[src/rtl/fir_sample_packer.sv]
// rtl/fir_sample_packer.sv - packs PSAMPLES narrow multi-channel beats into one wide FIR input word
module fir_sample_packer #(
    parameter int CHANNELS   = 2,
    parameter int DATA_WIDTH = 16,
    parameter int PSAMPLES   = 8
) (
    input  logic                                     clk,
    input  logic                                     rst,
    input  logic                                     in_valid,
    output logic                                     in_ready,
    input  logic [CHANNELS*DATA_WIDTH-1:0]           in_data,
    input  logic                                     flush,
    output logic                                     m_tvalid,
    input  logic                                     m_tready,
    output logic [CHANNELS*DATA_WIDTH*PSAMPLES-1:0]  m_tdata,
    output logic [$clog2(PSAMPLES)-1:0]              lane_cnt
);

    localparam int CW = $clog2(PSAMPLES);
    localparam int WW = CHANNELS * DATA_WIDTH * PSAMPLES;

    logic [CW-1:0] r_cnt;
    logic [WW-1:0] r_asm;
    logic          r_asm_full;
    logic [WW-1:0] r_m_tdata;
    logic          r_m_tvalid;

    logic          w_accept;
    logic          w_out_free;
    logic          w_last;
    logic          w_complete;
    logic [WW-1:0] w_asm_lane;
    logic [WW-1:0] w_asm_next;

    assign in_ready   = !r_asm_full && !rst;
    assign w_accept   = in_valid && in_ready;
    assign w_out_free = !r_m_tvalid || m_tready;
    assign w_last     = (r_cnt == CW'(PSAMPLES - 1));

    // Flush with an accepted beat closes the word after that beat; unwritten lanes are already zero.
    assign w_complete = !r_asm_full &&
                        ((w_accept && w_last) || (flush && (w_accept || (r_cnt != '0))));

    always_comb begin
        w_asm_lane = r_asm;
        for (int c = 0; c < CHANNELS; c++) begin
            w_asm_lane[(c * PSAMPLES + int'(r_cnt)) * DATA_WIDTH +: DATA_WIDTH] =
                in_data[c * DATA_WIDTH +: DATA_WIDTH];
        end
    end

    assign w_asm_next = w_accept ? w_asm_lane : r_asm;

    always_ff @(posedge clk) begin
        if (rst) begin
            r_cnt      <= '0;
            r_asm      <= '0;
            r_asm_full <= 1'b0;
            r_m_tdata  <= '0;
            r_m_tvalid <= 1'b0;
        end else begin
            if (r_m_tvalid && m_tready) begin
                r_m_tvalid <= 1'b0;
            end
            if (r_asm_full) begin
                if (w_out_free) begin
                    r_m_tdata  <= r_asm;
                    r_m_tvalid <= 1'b1;
                    r_asm_full <= 1'b0;
                    r_cnt      <= '0;
                    r_asm      <= '0;
                end
            end else if (w_complete) begin
                if (w_out_free) begin
                    r_m_tdata  <= w_asm_next;
                    r_m_tvalid <= 1'b1;
                    r_cnt      <= '0;
                    r_asm      <= '0;
                end else begin
                    // Park the finished word in asm; cnt holds until the output frees up.
                    r_asm      <= w_asm_next;
                    r_asm_full <= 1'b1;
                end
            end else if (w_accept) begin
                r_asm <= w_asm_lane;
                r_cnt <= r_cnt + CW'(1);
            end
        end
    end

    assign m_tvalid = r_m_tvalid;
    assign m_tdata  = r_m_tdata;
    assign lane_cnt = r_cnt;

endmodule

[config.mk]
export PLATFORM = sky130hd
export DESIGN_NAME = fir_sample_packer
export DESIGN_NICKNAME = d
export VERILOG_FILES = /design/src/rtl/fir_sample_packer.sv
export SDC_FILE = /design/constraint.sdc
export NUM_CORES = 1
export LEC_CHECK = 0
export BUFFER_PORTS_ARGS = -buffer_cell sky130_fd_sc_hd__clkbuf_2
export CAP_MARGIN = 20
export CELL_PAD_IN_SITES_DETAIL_PLACEMENT = 1
export CELL_PAD_IN_SITES_GLOBAL_PLACEMENT = 2
export CORE_UTILIZATION = 30
export CTS_CLUSTER_SIZE = 30
export DETAILED_ROUTE_END_ITERATION = 10
export PLACE_DENSITY = 0.78
export SYNTH_ARGS = -nofsm -noshare
export SYNTH_HDL_FRONTEND = slang
export SYNTH_SLANG_ARGS = --single-unit
[constraint.sdc]
create_clock -name clk -period 3.2 [get_ports clk]
set_clock_uncertainty 0.05 [all_clocks]
set_input_delay 0.64 -clock clk [delete_from_list [all_inputs] [get_ports clk]]
set_output_delay 0.64 -clock clk [all_outputs]
set_load 0.01 [all_outputs]
==> impl_results.rst <==
.. list-table::
   :header-rows: 1

   * - Metric
     - Value
   * - Number of clock buffers inserted by TritonCTS
     - 56
   * - Dpl cell area
     - between 0.02 and 0.025 mm2
   * - Number of buffers on the longest clock path
     - 3
   * - Area occupied by registers
     - ~0.010 mm2
   * - Sequential element share of the synthesized area
     - 48.2%
   * - Startpoint of the lowest-slack hold path
     - rst
   * - Int Power
     - roughly 0.011 W
   * - Filler Cell Count
     - slightly above 8000
   * - CTS Root Buffer Type
     - sky130_fd_sc_hd__clkbuf_16
   * - Total standard cell area after synthesis
     - roughly 0.021 mm2
   * - Final critical-path required period
     - 3.02 ns
   * - Distinct cell type count after synthesis
     - 65
   * - Global routing met3 resource utilization
     - under 10%
   * - Unrepaired setup endpoints after global routing
     - no
   * - Worst vdd rail ir drop
     - about 0.00047 V
   * - Final Hold Slack
     - between 0.2 and 0.3 ns
   * - Gate family responsible for the most delay along the worst path
     - simple AND/OR/NAND/NOR gates
   * - R2R Setup Slk
     - 0.18 ns
   * - Met1 track demand over resource
     - between 30% and 40%
   * - CP Buf/Inv Count
     - 2
   * - Total area of multi-input combinational cells
     - approximately 0.010 mm2
   * - Final period util
     - a little over nine tenths
   * - Arrival time of data at the critical path endpoint
     - about 3.5 ns
   * - Hold violation count in the final report
     - 0
   * - Cells taking the most area after synthesis
     - sky130_fd_sc_hd__dfxtp_1, sky130_fd_sc_hd__a22o_1, sky130_fd_sc_hd__nor2_1, sky130_fd_sc_hd__a221oi_1, sky130_fd_sc_hd__nand2_1
   * - # nets final
     - between 2000 and 3000
   * - Hold-critical path depth
     - 2
   * - Die extent in x
     - approximately 270 um
   * - GPL Wtd Cong
     - 0.946
   * - Global-route met2 utilization
     - between 40% and 50%
   * - Max FO, Critical Path
     - 11
   * - Accumulated negative setup slack
     - 0 ns
   * - Number of sinks driven by the clock tree
     - 517
   * - Critical register-to-register path endpoint
     - m_tdata[57]
   * - Source-to-sink clock delay at the later pin of the worst-skew pair
     - about 0.62 ns
   * - Share of the synthesized area in the top cell type
     - about half
   * - Syn nets
     - 2454
   * - Dominant cell type by count on the critical path
     - sky130_fd_sc_hd__ha_1
   * - Iteration-0 DRC count of the detailed router
     - approximately 1500
   * - Fraction of power consumed by the clock network
     - between 40% and 50%
   * - ANT nets after route
     - 0
   * - Switching pwr
     - approximately 0.0042 W
   * - Total of max-cap violations
     - 0
   * - Crit-path cells
     - inv_1 -> ha_1 -> ha_1 -> buf_4 -> and2_1 -> nand3_1 -> a211oi_1 -> nor3_1
   * - Most common flop cell mapped by yosys
     - sky130_fd_sc_hd__dfxtp_1
   * - Ports
     - approximately 300
   * - Max H-tree Level
     - 2
   * - Final global-route overflow total
     - 0
   * - # rows
     - 97
   * - TritonCTS clock tree
     - done
   * - Detailed Routing Iterations Pass 1
     - 5
   * - First-pass GRT wire length
     - 136000 um
   * - Routed wire length per instance
     - about 25 um
   * - Async set-reset flop share out of synthesis
     - 0%
   * - Busiest metal layer after global routing
     - met2
   * - Required time of the critical path
     - between 3 and 4 ns
   * - Clock-pin slew on the worst setup and hold paths
     - ~0.060 ns
   * - Highest clock frequency the design can meet
     - roughly 0.33 GHz
   * - Setup violation total in the final timing report
     - 0
   * - Share of post-route cells with drive strength above 1
     - slightly above 20%
   * - Initial core utilization
     - between 30% and 40%
   * - Flop pwr share
     - between 40 and 50%
   * - EDFF count, synth
     - 0
   * - Most instantiated library cell after synthesis
     - sky130_fd_sc_hd__dfxtp_1
   * - Endpoint, Worst Hold
     - lane_cnt[2]
   * - Post-DR vias/cell
     - 5.71
   * - Vias post-DR
     - 20567
   * - Area inside the core boundary
     - between 0.07 and 0.08 mm2
   * - Most instantiated cells after synthesis
     - sky130_fd_sc_hd__dfxtp_1, sky130_fd_sc_hd__nor2_1, sky130_fd_sc_hd__nand2_1, sky130_fd_sc_hd__clkbuf_1, sky130_fd_sc_hd__a22o_1
   * - Relative slew slack
     - ~28%
   * - Vias in the first global route
     - just over 20000
   * - Total wire length after detailed routing
     - about 91000 um
   * - Power density over the cells
     - roughly 600 mW/mm2
   * - Slew of the pin with the lowest slew margin
     - ~1.1 ns
   * - Class of the tightest hold or removal check
     - input port to flop
   * - Post-synthesis average cell area
     - roughly 8.9 um2
   * - Worst Setup Path Type
     - flop to flop
   * - Pin count of the biggest net entering global routing
     - just over 80
   * - YS warnings
     - 0
   * - Combinational power share
     - between 10% and 20%
   * - DR DRC count
     - 0
   * - Total count of max-transition violations in the final report
     - 0
   * - Element type at the critical path start
     - flop
   * - Growth of design area from synthesis to finish
     - 20.9%
   * - Number of antenna violations at the first check in global routing
     - 4
   * - Synthesized instance count
     - about 2400
   * - CP max stage cell
     - sky130_fd_sc_hd__a211oi_1
   * - Crit path from
     - lane_cnt[0]
   * - DP Wirelength
     - ~63000 um
   * - Final design instance area without fill
     - 0.0260 mm2
   * - Critical path capture point type
     - flop
   * - Count of port buffers added during placement
     - 297
   * - Worst reg-to-reg path cell count
     - 8
   * - Worst r2r src
     - lane_cnt[0]
   * - FF+latch count, synth
     - between 500 and 600
   * - Die Span Y
     - 270 um
   * - Die outline area
     - a little over 0.07 mm2
   * - Largest area contributor in the netlist
     - sky130_fd_sc_hd__dfxtp_1
   * - Static leakage
     - between 9 and 10 nW
   * - Status
     - completed
   * - Fraction of power spent switching nets
     - between 20% and 30%
   * - Aggregate global-route resource usage
     - ~24%
   * - Delay contributed by the slowest stage of the critical path
     - about 0.53 ns
==> metal layers <==
layer | vias up | part of all wire, %
li1 | 9386 | -
met1 | 10468 | 44
met2 | 558 | 48
met3 | 151 | 4.7
met4 | 4 | 3.1
met5 | - | 0.030
==> through the flow <==
| stage | cells | total power [W] | setup slack [ns] | util (%) |
|---|---|---|---|---|
| after floorplan | 2408 | 0.00800 | 0.0581 | - |
| after global placement | 3499 | 0.00883 | 0.120 | 34.1 |
| after CTS | 3601 | 0.0156 | 0.0769 | 36.8 |
| after detailed placement | 3500 | 0.00887 | 0.0522 | 34.1 |
| after global routing | 3604 | 0.0160 | 0.00341 | 36.9 |
| final | 3604 | 0.0155 | 0.181 | 36.9 |
==> worst register-to-register path: stages, from the launching register on <==
cell                       delay [ns]
sky130_fd_sc_hd__dfxtp_1         0.35
sky130_fd_sc_hd__inv_1           0.07
sky130_fd_sc_hd__ha_1            0.23
sky130_fd_sc_hd__ha_1            0.50
sky130_fd_sc_hd__buf_4           0.22
sky130_fd_sc_hd__and2_1          0.35
sky130_fd_sc_hd__nand3_1         0.49
sky130_fd_sc_hd__a211oi_1        0.53
sky130_fd_sc_hd__nor3_1          0.09
==> worst max-delay path by stage <==
| stage | to | cells past startpoint | slack [ns] |
|---|---|---|---|
| 5_1_grt | m_tdata[68] | 8 | 0.003 |
| 2_1_floorplan | m_tdata[143] | 11 | 0.06 |
| 6_report | m_tdata[57] | 8 | 0.18 |
| 3_5_place_dp | r_asm[143] | 6 | 0.05 |
| 4_1_cts | r_asm[149] | 9 | 0.08 |
| 3_3_place_gp | r_asm[207] | 6 | 0.12 |
==> placed cells by master (no fill, tap or decap), types with 50 or more instances in the layout <==
cell type                   instances
sky130_fd_sc_hd__a211oi_1          78
sky130_fd_sc_hd__a21oi_1           89
sky130_fd_sc_hd__a221oi_1         105
sky130_fd_sc_hd__a22o_1           141
sky130_fd_sc_hd__a22oi_1           50
sky130_fd_sc_hd__a311oi_1          86
sky130_fd_sc_hd__buf_4            102
sky130_fd_sc_hd__clkbuf_16         58
sky130_fd_sc_hd__clkbuf_2         296
sky130_fd_sc_hd__dfxtp_1          517
sky130_fd_sc_hd__nand2_1          237
sky130_fd_sc_hd__nor2_1           291
sky130_fd_sc_hd__nor3_1           125
sky130_fd_sc_hd__o21ai_0           79
==> sequential cells by signal, summed over array words and instances, names as in the netlist <==
signal      count
m_tdata       256
r_asm         256
lane_cnt        3
m_tvalid        1
r_asm_full      1
==> power by group through the flow <==
stage | Combinational (W) | Clock (W) | Sequential, W
after global routing | 0.00197 | 0.00710 | 0.00693
after CTS | 0.00183 | 0.00685 | 0.00691
after floorplan | 0.000929 | 0 | 0.00707
final | 0.00183 | 0.00672 | 0.00691
after detailed placement | 0.00182 | 0 | 0.00705
after global placement | 0.00179 | 0 | 0.00704
==> layout make-up <==
class,instances,share of cell area (%)
clock inverter,17,0.882
inverter,23,0.333
clock buffer,84,6.39
antenna,1,0.00964
multi-input combinational,1614,38.6
tap,940,4.53
sequential,517,39.9
timing repair buffer,408,9.40
==> timing repair <==
item                                    in CTS  in global routing
endpoints found under the setup margin       0                 19
hold buffers                                 0                  0
buffers inserted                             0                  1
resized for setup                            0                  4
==> cell families after synthesis <==
group,Yosys count,synth area share [%]
buf+inv,277,5.47
mux,4,0.187
fa+ha+maj,9,0.525
simple gates,817,17.5
compound gates,784,28.1
flops,517,48.2
No activity file was read; power rests on OpenSTA's default activity.
